### config.mk
export PLATFORM = sky130hd
export DESIGN_NAME = regfile_dump
export DESIGN_NICKNAME = d
export VERILOG_FILES = /design/src/rtl/regfile_dump_pkg.sv /design/src/rtl/regfile_dump.sv
export SDC_FILE = /design/constraint.sdc
export NUM_CORES = 1
export LEC_CHECK = 0
export ABC_AREA = 1
export BUFFER_PORTS_ARGS = -buffer_cell sky130_fd_sc_hd__clkbuf_2
export CAP_MARGIN = 5
export CORE_MARGIN = 1.5
export CORE_UTILIZATION = 49
export DETAILED_ROUTE_END_ITERATION = 8
export GPL_ROUTABILITY_DRIVEN = 0
export MAX_ROUTING_LAYER = met4
export PLACE_DENSITY = 0.89
export REMOVE_ABC_BUFFERS = 1
export SYNTH_ARGS = -nofsm -noshare
export SYNTH_HDL_FRONTEND = slang
export SYNTH_SLANG_ARGS = --single-unit
### constraint.sdc
create_clock -name i_clk -period 2.6 [get_ports i_clk]
set_input_delay 0.52 -clock i_clk [delete_from_list [all_inputs] [get_ports i_clk]]
set_output_delay 0.52 -clock i_clk [all_outputs]
set_load 0.05 [all_outputs]
### src/rtl/regfile_dump_pkg.sv
// Shared CPU definitions for the register-file dump engine:
// FSM encoding, register-index width, zero-register index and data width.
package regfile_dump_pkg;

    localparam int unsigned RegIdxW = 5;
    localparam int unsigned DataW   = 64;

    localparam logic [RegIdxW-1:0] ZeroReg = 5'd31;

    typedef enum logic [1:0] {
        StIdle   = 2'd0,
        StSettle = 2'd1,
        StSend   = 2'd2,
        StDone   = 2'd3
    } state_e;

endpackage

### src/rtl/regfile_dump.sv
// Sweeps a register range through an async-read register file port and streams
// each value out on a valid/ready interface, keeping a running XOR checksum.
module regfile_dump
    import regfile_dump_pkg::*;
#(
    parameter int unsigned SETTLE = 1
) (
    input  logic               i_clk,
    input  logic               i_rst_n,
    input  logic               i_start,
    input  logic [RegIdxW-1:0] i_first_reg,
    input  logic [RegIdxW-1:0] i_last_reg,
    output logic [RegIdxW-1:0] o_rd_addr,
    input  logic [DataW-1:0]   i_rd_data,
    output logic [DataW-1:0]   o_out_data,
    output logic [RegIdxW-1:0] o_out_addr,
    output logic               o_out_valid,
    input  logic               i_out_ready,
    output logic               o_busy,
    output logic               o_done,
    output logic [DataW-1:0]   o_checksum
);

    localparam logic [3:0] SettleLoad = 4'(SETTLE);

    state_e             r_state, w_state;
    logic [3:0]         r_cnt, w_cnt;
    logic [RegIdxW-1:0] r_cur, w_cur;
    logic [RegIdxW-1:0] r_last, w_last;
    logic [RegIdxW-1:0] r_rd_addr, w_rd_addr;
    logic [DataW-1:0]   r_out_data, w_out_data;
    logic [RegIdxW-1:0] r_out_addr, w_out_addr;
    logic               r_out_valid, w_out_valid;
    logic [DataW-1:0]   r_checksum, w_checksum;
    logic               w_handshake;

    assign w_handshake = r_out_valid & i_out_ready;

    always_comb begin
        w_state     = r_state;
        w_cnt       = r_cnt;
        w_cur       = r_cur;
        w_last      = r_last;
        w_rd_addr   = r_rd_addr;
        w_out_data  = r_out_data;
        w_out_addr  = r_out_addr;
        w_out_valid = r_out_valid;
        w_checksum  = r_checksum;

        unique case (r_state)
            StIdle: begin
                if (i_start) begin
                    w_cur      = i_first_reg;
                    w_last     = i_last_reg;
                    w_rd_addr  = i_first_reg;
                    w_checksum = '0;
                    w_cnt      = SettleLoad;
                    w_state    = StSettle;
                end
            end
            StSettle: begin
                // Capture on the edge where the counter hits zero, not one cycle after.
                if (r_cnt <= 4'd1) begin
                    w_cnt       = '0;
                    w_out_data  = (r_cur == ZeroReg) ? '0 : i_rd_data;
                    w_out_addr  = r_cur;
                    w_out_valid = 1'b1;
                    w_state     = StSend;
                end else begin
                    w_cnt = r_cnt - 4'd1;
                end
            end
            StSend: begin
                if (w_handshake) begin
                    w_checksum  = r_checksum ^ r_out_data;
                    w_out_valid = 1'b0;
                    if (r_cur == r_last) begin
                        w_state = StDone;
                    end else begin
                        w_cur     = r_cur + RegIdxW'(1);
                        w_rd_addr = r_cur + RegIdxW'(1);
                        w_cnt     = SettleLoad;
                        w_state   = StSettle;
                    end
                end
            end
            StDone: begin
                w_state = StIdle;
            end
            default: begin
                w_state = StIdle;
            end
        endcase
    end

    always_ff @(posedge i_clk or negedge i_rst_n) begin
        if (!i_rst_n) begin
            r_state     <= StIdle;
            r_cnt       <= '0;
            r_cur       <= '0;
            r_last      <= '0;
            r_rd_addr   <= '0;
            r_out_data  <= '0;
            r_out_addr  <= '0;
            r_out_valid <= 1'b0;
            r_checksum  <= '0;
        end else begin
            r_state     <= w_state;
            r_cnt       <= w_cnt;
            r_cur       <= w_cur;
            r_last      <= w_last;
            r_rd_addr   <= w_rd_addr;
            r_out_data  <= w_out_data;
            r_out_addr  <= w_out_addr;
            r_out_valid <= w_out_valid;
            r_checksum  <= w_checksum;
        end
    end

    assign o_rd_addr   = r_rd_addr;
    assign o_out_data  = r_out_data;
    assign o_out_addr  = r_out_addr;
    assign o_out_valid = r_out_valid;
    assign o_checksum  = r_checksum;
    assign o_busy      = (r_state != StIdle);
    assign o_done      = (r_state == StDone);

endmodule

# After elaboration in Yosys (flattened, before gate mapping)
# Cells that the tools add are included.
dict set report totals {
  reg_bits 150
  in_bits 78
  output_inout_bits 141
  wordCells 55
}
dict set report classes {
  n_addsub 2
  n_lt_le_gt_ge 1
  n_eq_ne 9
  mux 21
  bitwise 2
  n_reduce_logical 12
}
# cell n
set ops {}
lappend ops {{$mux 64} 3}
lappend ops {{$pmux 64 s2} 1}
lappend ops {{$xor 64x64->64} 1}
lappend ops {{$mux 4} 4}
lappend ops {{$mux 5} 3}
lappend ops {{$pmux 4 s3} 1}
lappend ops {{$pmux 5 s2} 1}
lappend ops {{$reduce_and 3->1} 3}
lappend ops {{$mux 2} 4}
lappend ops {{$ne 2x2->1 const B} 4}
lappend ops {{$pmux 2 s4} 1}
lappend ops {{$reduce_and 4->1} 2}
lappend ops {{$reduce_bool 2->1} 3}
lappend ops {{$add 5x1->5 const B} 1}
lappend ops {{$eq 5x5->1} 1}
lappend ops {{$eq 5x5->1 const B} 1}
lappend ops {{$eq 2x2->1 const B} 2}
lappend ops {{$le 4x1->1 const B} 1}
lappend ops {{$reduce_and 2->1} 2}
lappend ops {{$sub 4x1->4 const B} 1}
lappend ops {{$reduce_bool 3->1} 1}
lappend ops {{$eq 2x1->1 const B} 1}
lappend ops {{$logic_not 2->1} 1}
lappend ops {{$mux 1} 2}
lappend ops {{2 further kinds} 2}

# Longest topological paths before layout
# Gate-level depths: netlist (run 1).
dict set report depth {
  depth_word 4
  ltp_mapped 10
  mapped_depth_nobuf 8
}

# Worst setup path after synthesis (run 1)
# No wires, ideal clock.
dict set report synth_timing {
  path_type {reg-to-reg}
  startpoint {register o_rd_addr[0] (netlist name)}
  endpoint {register r_out_data[11] (netlist: o_out_data[11])}
  setup_ns 0.066
  arrival_time_ns 1.770
  required_ns 2.534
  setup_slack_ns 0.764
  path_stages_with_launch 9
  n_path_buf 1
  period_less_slack_ns 1.836
  path_cell_list {dfrtp_1 -> ha_1 -> nand2_1 -> nor2_1 -> ha_1 -> inv_2 -> clkbuf_1 -> nand3_1 -> nand2_1}
}
# element line_no
set synth_rtl {}
lappend synth_rtl {{end signal, assigned} regfile_dump.sv:113} ;# r_out_data <= w_out_data;
lappend synth_rtl {{end, declared} regfile_dump.sv:31} ;# logic [DataW-1:0] r_out_data, w_out_data;

# Worst setup path in the final report (run 1)
dict set report layout_timing {
  startpoint {register r_state[0]}
  endpoint {register r_rd_addr[2] (netlist: o_rd_addr[2])}
}
dict set report layout_via {
  elab_chain_len 3
  elab_cells_between_ends 8
  classes_between {eq/ne: 4; mux: 1; reduce/logical: 3}
}
# element line_no
set layout_lines {}
lappend layout_lines {{start, declared} regfile_dump.sv:26} ;# state_e r_state, w_state;
lappend layout_lines {{start signal, assigned} regfile_dump.sv:98} ;# r_state <= StIdle;
lappend layout_lines {{start signal, assigned} regfile_dump.sv:108} ;# r_state <= w_state;
lappend layout_lines {{$eq 2x2->1 / $logic_not 2->1 (equally long branches)} regfile_dump.sv:50} ;# unique case (r_state)
lappend layout_lines {{$ne 2x2->1 (no line) / $reduce_bool 2->1 (equally long branches)} -}
lappend layout_lines {{$reduce_and 4->1 (no line)} -}
lappend layout_lines {{end signal, assigned} regfile_dump.sv:112} ;# r_rd_addr <= w_rd_addr;
lappend layout_lines {{end, declared} regfile_dump.sv:30} ;# logic [RegIdxW-1:0] r_rd_addr, w_rd_addr;
# Several ways; a longest one is shown, not always the timed one.
# A chain may end at the register's enable or synchronous reset.

==> run metrics, run 1 <==
status=complete, no violations; number of synthesized flops with an enable pin=0; Layout Skew=0.00615 ns; via count=6036; Hold Vio Cnt, Final=0; Final period util=0.764; CTS tree=built; Rows=42; DRT iter0 DRCs=380; # IOs=219; worst-path maximum fanout=70; wire length per cell=14.1 um; H-tree levels=4; die area=14500 um2; Vias/cell=5.12; DPL Wire Length=11.2 mm; Synth Instances=783; largest net degree at the start of global routing=71; worst path arrival time=2.28 ns; PostCTS Resize Cnt=0; Final Slew Violations=0; Synth Cell Area=6730 um2; HP Class=primary input to async pin; Post-synth ARST share=1.00; area grow syn2layout=28.1%; Core Area=13300 um2; crit path capture type=flip-flop; filler instances=1093; drc violations=0; fmax=503 MHz; area of the multi-input gates=2720 um2; Initial Utilization=0.504; IO buf count=218; worst reg2reg startpoint=r_state[0]$_DFFE_PN0P_; vias in the first global route=5926; NumNets Final=1072; # setup viols final=0; initial antenna violation count=0; final wirelength=16.7 mm; sequential-to-total area share from yosys stat=0.558; min cycle time layout=1.99 ns; First-pass DRT Iterations=5; Die Width=120 um; mean area per synthesized cell=8.60 um2; final hold slack=0.0815 ns; total CTS buffers=17; Slew @ Worst Pin=0.752 ns; critical path class=flip-flop to flip-flop; All-Layer GR Usage=0.250; layout cells sized above 1=0.267; dominant synthesized flop cell=dfrtp_1; Setup Buffers After CTS=0; FF-to-FF setup slack=0.61 ns; Clock Path Buffers=2; clock root cell=clkbuf_16; TNS Setup=0 ns; Storage cell area=3750 um2; Clock transition at path regs=0.06 ns; Clock Sink Count=150; reg2reg path depth=7; RSZ-0062 raised after global routing=false; warnings from Yosys=0; Die Ht=120 um; FF-to-FF End=o_rd_addr[2]$_DFFE_PN0P_; #FFs+latches synth=150; Clk Latency, worst-skew pair=0.41 ns; total gr overflow=0; first-pass GRT wire length=27.9 mm; antenna cell count=0; Max-slew headroom=0.499; startpoint types=flip-flop; Detail Route Antenna Nets=0; Max-cap violations=0; Netlist cell types=19; required time worst endpoint=2.90 ns; hold_buf cts=0
layer usage:
layer / GRT usage / up-vias / routed length (um)
li1: - / 2892 / -
met1: 0.309 / 2904 / 6950
met2: 0.406 / 211 / 8330
met3: 0.0491 / 29 / 1030
met4: 0.102 / 0 / 340
met5: - / - / 0
per-stage QoR:
| stage | util | setup slack (ns) | instances | cell area [um2] |
|---|---|---|---|---|
| after detailed placement | 0.598 | 0.686 | 1147 | 7990 |
| after CTS | 0.646 | 0.615 | 1179 | 8620 |
| after floorplan | - | -2.16 | 741 | 6540 |
| after global routing | 0.646 | 0.418 | 1179 | 8620 |
| final | 0.646 | 0.613 | 1179 | 8620 |
| after global placement | 0.598 | 0.764 | 1147 | 7990 |
final cells by class:
cell class,instances,share of cell area
clock buffer,24,0.0570
clock inverter,8,0.0167
inverter,21,0.00914
multi-input combinational,570,0.316
sequential,150,0.435
tap,176,0.0255
timing repair buffer,230,0.141
cell families after synthesis:
family / count (synthesis) / synth area share
DFF: 150 / 0.558
buffers and inverters: 63 / 0.0400
and+or+nand+nor: 486 / 0.299
AOI/OAI and AO/OA: 15 / 0.0117
adders and majority gates: 4 / 0.00743
xor gates and xnor gates: 65 / 0.0846
worst max-delay path, stage by stage, from the launching register on:
cell	delay [ns]
dfrtp_1	0.46
nor2_4	0.16
buf_4	0.57
inv_1	0.25
nand2_1	0.15
o21ai_0	0.10
nand3_1	0.10
nand2_1	0.07
registers in the layout, indices dropped and copies added, names as in the netlist:
| register | flops |
|---|---|
| r_cnt | 4 |
| o_out_data | 64 |
| o_rd_addr | 5 |
| r_last | 5 |
| r_state | 2 |
| o_checksum | 64 |
| o_out_addr | 5 |
| o_out_valid | 1 |
Yosys cell counts, types with 6 or more instances:
cell type | count | area share
nand2_1 | 326 | 0.18
dfrtp_1 | 150 | 0.56
nand3_1 | 138 | 0.10
xor2_1 | 65 | 0.085
clkbuf_1 | 21 | 0.012
inv_1 | 18 | 0.010
nor2_1 | 18 | 0.010
buf_2 | 8 | 0.0059
o21ai_0 | 8 | 0.0059
buf_1 | 7 | 0.0039
a21oi_1 | 6 | 0.0045
buf_4 | 6 | 0.0067
cell usage in the layout, fill, tap and decap left out, drive strengths merged:
| cell | count |
|---|---|
| a21oi | 6 |
| buf | 13 |
| bufinv | 4 |
| clkbuf | 241 |
| clkinv | 4 |
| dfrtp | 150 |
| ha | 4 |
| inv | 21 |
| nand2 | 326 |
| nand3 | 138 |
| nand4 | 1 |
| nor2 | 20 |
| o21ai | 9 |
| or2 | 1 |
| xor2 | 65 |
how the worst max path moves through the flow:
stage                                 end  cells past startpoint  slack (ns)              startpoint
5_1_grt         o_out_data[8]$_DFFE_PN0P_                      7        0.42    r_cnt[1]$_DFFE_PN0P_
3_3_place_gp     o_rd_addr[0]$_DFFE_PN0P_                      6        0.76  r_state[0]$_DFFE_PN0P_
2_1_floorplan   o_out_addr[1]$_DFFE_PN0P_                      6       -2.16    r_cnt[1]$_DFFE_PN0P_
4_1_cts          o_rd_addr[2]$_DFFE_PN0P_                      7        0.62  r_state[0]$_DFFE_PN0P_
6_report         o_rd_addr[2]$_DFFE_PN0P_                      7        0.61  r_state[0]$_DFFE_PN0P_
3_5_place_dp   o_out_data[54]$_DFFE_PN0P_                      7        0.69    r_cnt[1]$_DFFE_PN0P_
Power of run 1 is left out: the tool's default activity adds up to more than one toggle a clock period on the data nets, which glitch-free logic cannot reach.
==> inputs of run 2 (changes only) <==
ABC_AREA = 0   (was 1)
CORE_UTILIZATION = 46   (was 49)
PLACE_DENSITY = 0.88   (was 0.89)
clock period = 1.75 ns   (was 2.6 ns; I/O delays follow)
==> run metrics, run 2 <==
Clock Path Buffers=2; Vias/cell=4.96; Hold Vio Cnt, Final=0; largest net degree at the start of global routing=59; initial antenna violation count=0; final wirelength=16.3 mm; Clk Latency, worst-skew pair=0.42 ns; Area contributors post-synth=dfrtp_1 (58%), xor2_1 (8.9%), nand2_1 (8.0%); worst-path maximum fanout=34; Netlist cell types=37; DRT iter0 DRCs=218; CTS tree=built; worst path arrival time=2.02 ns; startpoint types=flip-flop; Clock transition at path regs=0.06 ns; DPL Wire Length=11.2 mm; drc violations=0; total CTS buffers=17; wire length per cell=15.2 um; total gr overflow=0; Endpoint, Worst Hold=o_out_data[4]$_DFFE_PN0P_; HP Class=primary input to flip-flop; filler instances=1135; FF-to-FF setup slack=0.06 ns; clock root cell=clkbuf_16; dominant synthesized flop cell=dfrtp_1; area leader, netlist=dfrtp_1; final hold slack=0.159 ns; FF-to-FF End=o_out_data[48]$_DFFE_PN0P_; top cells by count, synth=dfrtp_1 (150), nand2_1 (139), nand2b_1 (69); sequential-to-total area share from yosys stat=0.576; area of the multi-input gates=2610 um2; Initial Utilization=0.470; Max-cap violations=0; reg2reg path depth=6; crit path capture type=flip-flop; Max-slew headroom=0.738; critical path class=flip-flop to flip-flop; Die Ht=122 um; Detail Route Antenna Nets=0; first-pass GRT wire length=25.6 mm; Core Area=13900 um2; All-Layer GR Usage=0.231; Layout Skew=0.00829 ns; Clock Sink Count=150; number of synthesized flops with an enable pin=0; Rows=43; via count=5325; top-area cell type share of the netlist area=0.576; NumNets Final=962; status=complete, no violations; warnings from Yosys=0; worst reg2reg startpoint=o_rd_addr[1]$_DFFE_PN0P_; # setup viols final=0; Post-synth ARST share=1.00; First-pass DRT Iterations=4; H-tree levels=4; Storage cell area=3760 um2; layout cells sized above 1=0.335; # IOs=219; most common cell in the netlist=dfrtp_1; #FFs+latches synth=150; required time worst endpoint=2.08 ns; Final Slew Violations=0; Synth Instances=652; Worst Min Path Start=i_rd_data[4]; Slew @ Worst Pin=0.393 ns; Die Width=122 um; Final period util=0.966; most frequent cells in the layout=clkbuf_2 (216), dfrtp_1 (147), nand2_1 (139), nand2b_1 (68), xor2_1 (66); mean area per synthesized cell=10.0 um2; commonest non-fill, non-tap cell in the layout=clkbuf_2; vias in the first global route=5253; die area=14900 um2; Hold Path Cell Cnt=3; area grow syn2layout=33.7%; IO buf count=218; Synth Cell Area=6520 um2; min cycle time layout=1.69 ns; fmax=591 MHz
## run 2: cell type report
class / count / share of cell area
antenna: 1 / 0.000287
clock buffer: 19 / 0.0497
clock inverter: 13 / 0.0207
inverter: 4 / 0.00172
multi-input combinational: 462 / 0.299
sequential: 150 / 0.431
tap: 180 / 0.0258
timing repair buffer: 245 / 0.172
## run 2: worst max-delay path by stage
stage	cells after the start	slack [ns]	startpoint	endpoint
global placement	6	0.09	o_rd_addr[1]$_DFFE_PN0P_	o_out_data[33]$_DFFE_PN0P_
floorplan	5	-1.81	r_cnt[0]$_DFFE_PN0P_	o_out_addr[0]$_DFFE_PN0P_
finish	6	0.06	o_rd_addr[1]$_DFFE_PN0P_	o_out_data[48]$_DFFE_PN0P_
detailed placement	6	-0.01	r_cnt[0]$_DFFE_PN0P_	o_out_data[41]$_DFFE_PN0P_
CTS	6	0.002	o_rd_addr[1]$_DFFE_PN0P_	o_out_data[41]$_DFFE_PN0P_
global route	7	-0.02	r_cnt[0]$_DFFE_PN0P_	o_out_data[8]$_DFFE_PN0P_
## run 2: metal layers
| metal | vias up | part of all wire | track usage |
|---|---|---|---|
| met5 | - | 0 | - |
| met4 | 0 | 0.022 | 0.0963 |
| met3 | 29 | 0.057 | 0.0604 |
| met2 | 187 | 0.48 | 0.348 |
| met1 | 2571 | 0.44 | 0.296 |
| li1 | 2538 | - | - |
## run 2: per-stage QoR
step / area (um2) / util / setup TNS [ns] / cells / setup slack [ns]
floorplan: 6340 / - / -209.41 / 615 / -1.81
global placement: 7970 / 0.574 / 0 / 1033 / 0.0935
detailed placement: 7970 / 0.574 / -0.0184 / 1033 / -0.0101
CTS: 8620 / 0.621 / 0 / 1068 / 0.00200
global route: 8720 / 0.628 / -0.0364 / 1073 / -0.0155
finish: 8720 / 0.628 / 0 / 1074 / 0.0588
## run 2: timing repair
action,4_1_cts,5_1_grt
pin swaps,0,1
setup buffers,1,3
gates cloned,1,2
endpoints found under the hold margin,34,0
setup endpoints to repair,12,109
resized for setup,4,10
hold buffers,1,0
## run 2: cells by family after synthesis
logic type	count (synthesis)	share of synthesized area
AO/OA/AOI/OAI	90	0.0783
XOR/XNOR	69	0.0927
adder cells (fa/ha/maj)	4	0.00768
buffers and inverters	41	0.0303
flip-flops	150	0.576
multiplexers	10	0.0173
AND/OR/NAND/NOR	288	0.198
## run 2: worst max-delay path, cell delays in order (launching register included)
cell	delay, ns
dfrtp_2	0.45
ha_1	0.21
and3_2	0.20
ha_2	0.22
buf_12	0.18
nand2b_1	0.15
o21ai_0	0.17
Power of run 2 is left out for the same reason.
==> inputs of run 3 (changes only) <==
BUFFER_PORTS_ARGS = default   (was -buffer_cell sky130_fd_sc_hd__clkbuf_2)
CORE_UTILIZATION = 49   (was 46)
DONT_BUFFER_PORTS = 1   (was default)
PLACE_DENSITY = 0.77   (was 0.88)
==> run metrics, run 3 (synthesis results as in run 2) <==
Final period util=0.981; total CTS buffers=17; reg2reg path depth=6; Core Area=12800 um2; most frequent cells in the layout=dfrtp_1 (149), nand2_1 (139), nand2b_1 (67), xor2_1 (66), nor2_1 (65); largest net degree at the start of global routing=151; All-Layer GR Usage=0.232; FF-to-FF setup slack=0.03 ns; Vias/cell=5.28; required time worst endpoint=2.06 ns; via count=4589; Clock Sink Count=150; H-tree levels=4; initial antenna violation count=1; Setup crit end=o_rd_addr[2]$_DFFE_PN0P_; status=complete, but fails checks; CP max-delay cell=dfrtp_2; placed cell count=830; die area=14000 um2; vias in the first global route=4669; area grow syn2layout=17.8%; Clock Path Buffers=2; dpl cell area=6980 um2; IO buf count=0; Die Ht=118 um; commonest non-fill, non-tap cell in the layout=dfrtp_1; worst-path maximum fanout=18; Hold Vio Cnt, Final=150; Max-cap violations=0; CTS tree=built; total gr overflow=0; Clock transition at path regs=0.06 ns; Die Width=118 um; Final Slew Violations=0; min cycle time layout=1.72 ns; Clk Latency, worst-skew pair=0.43 ns; first-pass GRT wire length=24.4 mm; worst reg2reg startpoint=r_state[1]$_DFFE_PN0P_; NumNets Final=765; Rows=41; clock root cell=clkbuf_16; final hold slack=-0.381 ns; fmax=583 MHz; crit path launch=r_state[1]$_DFFE_PN0P_; # setup viols final=0; final cell count without fillers=869; HP Class=primary input to async pin; Slew @ Worst Pin=0.555 ns; layout cells sized above 1=0.148; startpoint types=flip-flop; worst path arrival time=2.02 ns; wire length per cell=17.6 um; crit path capture type=flip-flop; worst path cell trace=nand2b_4 -> a21oi_4 -> buf_12 -> nand4_1 -> o32ai_2 -> o21ba_2; Max-slew headroom=0.630; # IOs=219; drc violations=0; CP peak stage delay=0.44 ns; Initial Utilization=0.508; fin util=0.599; DRT iter0 DRCs=294; Layout Skew=0.0109 ns; critical path class=flip-flop to flip-flop; final wirelength=15.3 mm; Finished Cell Area=7680 um2; failing checks=negative hold slack; First-pass DRT Iterations=4; DPL Wire Length=9.93 mm; Detail Route Antenna Nets=0; FF-to-FF End=o_rd_addr[2]$_DFFE_PN0P_
## run 3: cell count changes in the layout (fill, tap and decap cells not counted), moves of 5 or more
cell and delta:
o21ai_0 -11, buf_12 -5, buf_4 +27, o21ai_1 +12, clkbuf_2 -216
## run 3: area by class of cell
type	count	area (um2)
diodes	1	2.50
clock buffers	20	447
clock inverters	12	128
fillers	1016	5150
inverters	4	15.0
multi-input cells	461	2610
flip-flops and latches	150	3750
well taps	172	215
repair buffers	49	508
## run 3: worst min path at each step
stage	end	slack, ns	cells after the start
2_1_floorplan	o_checksum[0]$_DFFE_PN0P_	0.05	0
3_3_place_gp	o_out_data[58]$_DFFE_PN0P_	0.06	0
3_5_place_dp	o_checksum[58]$_DFFE_PN0P_	0.06	0
4_1_cts	o_checksum[59]$_DFFE_PN0P_	-0.40	0
5_1_grt	o_checksum[59]$_DFFE_PN0P_	-0.41	0
6_report	o_checksum[58]$_DFFE_PN0P_	-0.38	0
## run 3: critical path, delay by kind of cell, from the launching register on
family	cells	cell delay (ns)
simple gates	2	0.37
flops	1	0.44
compound gates	3	0.62
buf+inv	1	0.19
## run 3: per-layer routing
metal	track usage	up-vias	part of all wire
met5	-	-	0
met4	0.0945	0	0.023
met3	0.0840	23	0.077
met2	0.372	181	0.50
met1	0.265	2251	0.40
li1	-	2134	-
## run 3: stage by stage
step / setup TNS [ns] / setup slack, ns
floorplan: -209.41 / -1.81
global placement: 0 / 0.126
detailed placement: 0 / 0.00955
CTS: 0 / 0.00489
global route: -0.0428 / -0.0229
finish: 0 / 0.0334
## run 3: timing repair
action	4_1_cts	5_1_grt
endpoints found under the setup margin	2	83
hold endpoints to repair	150	150
resized for setup	0	25
pin swaps	1	2
setup buffers	3	2
cloned	1	0
Power of run 3 is left out for the same reason.
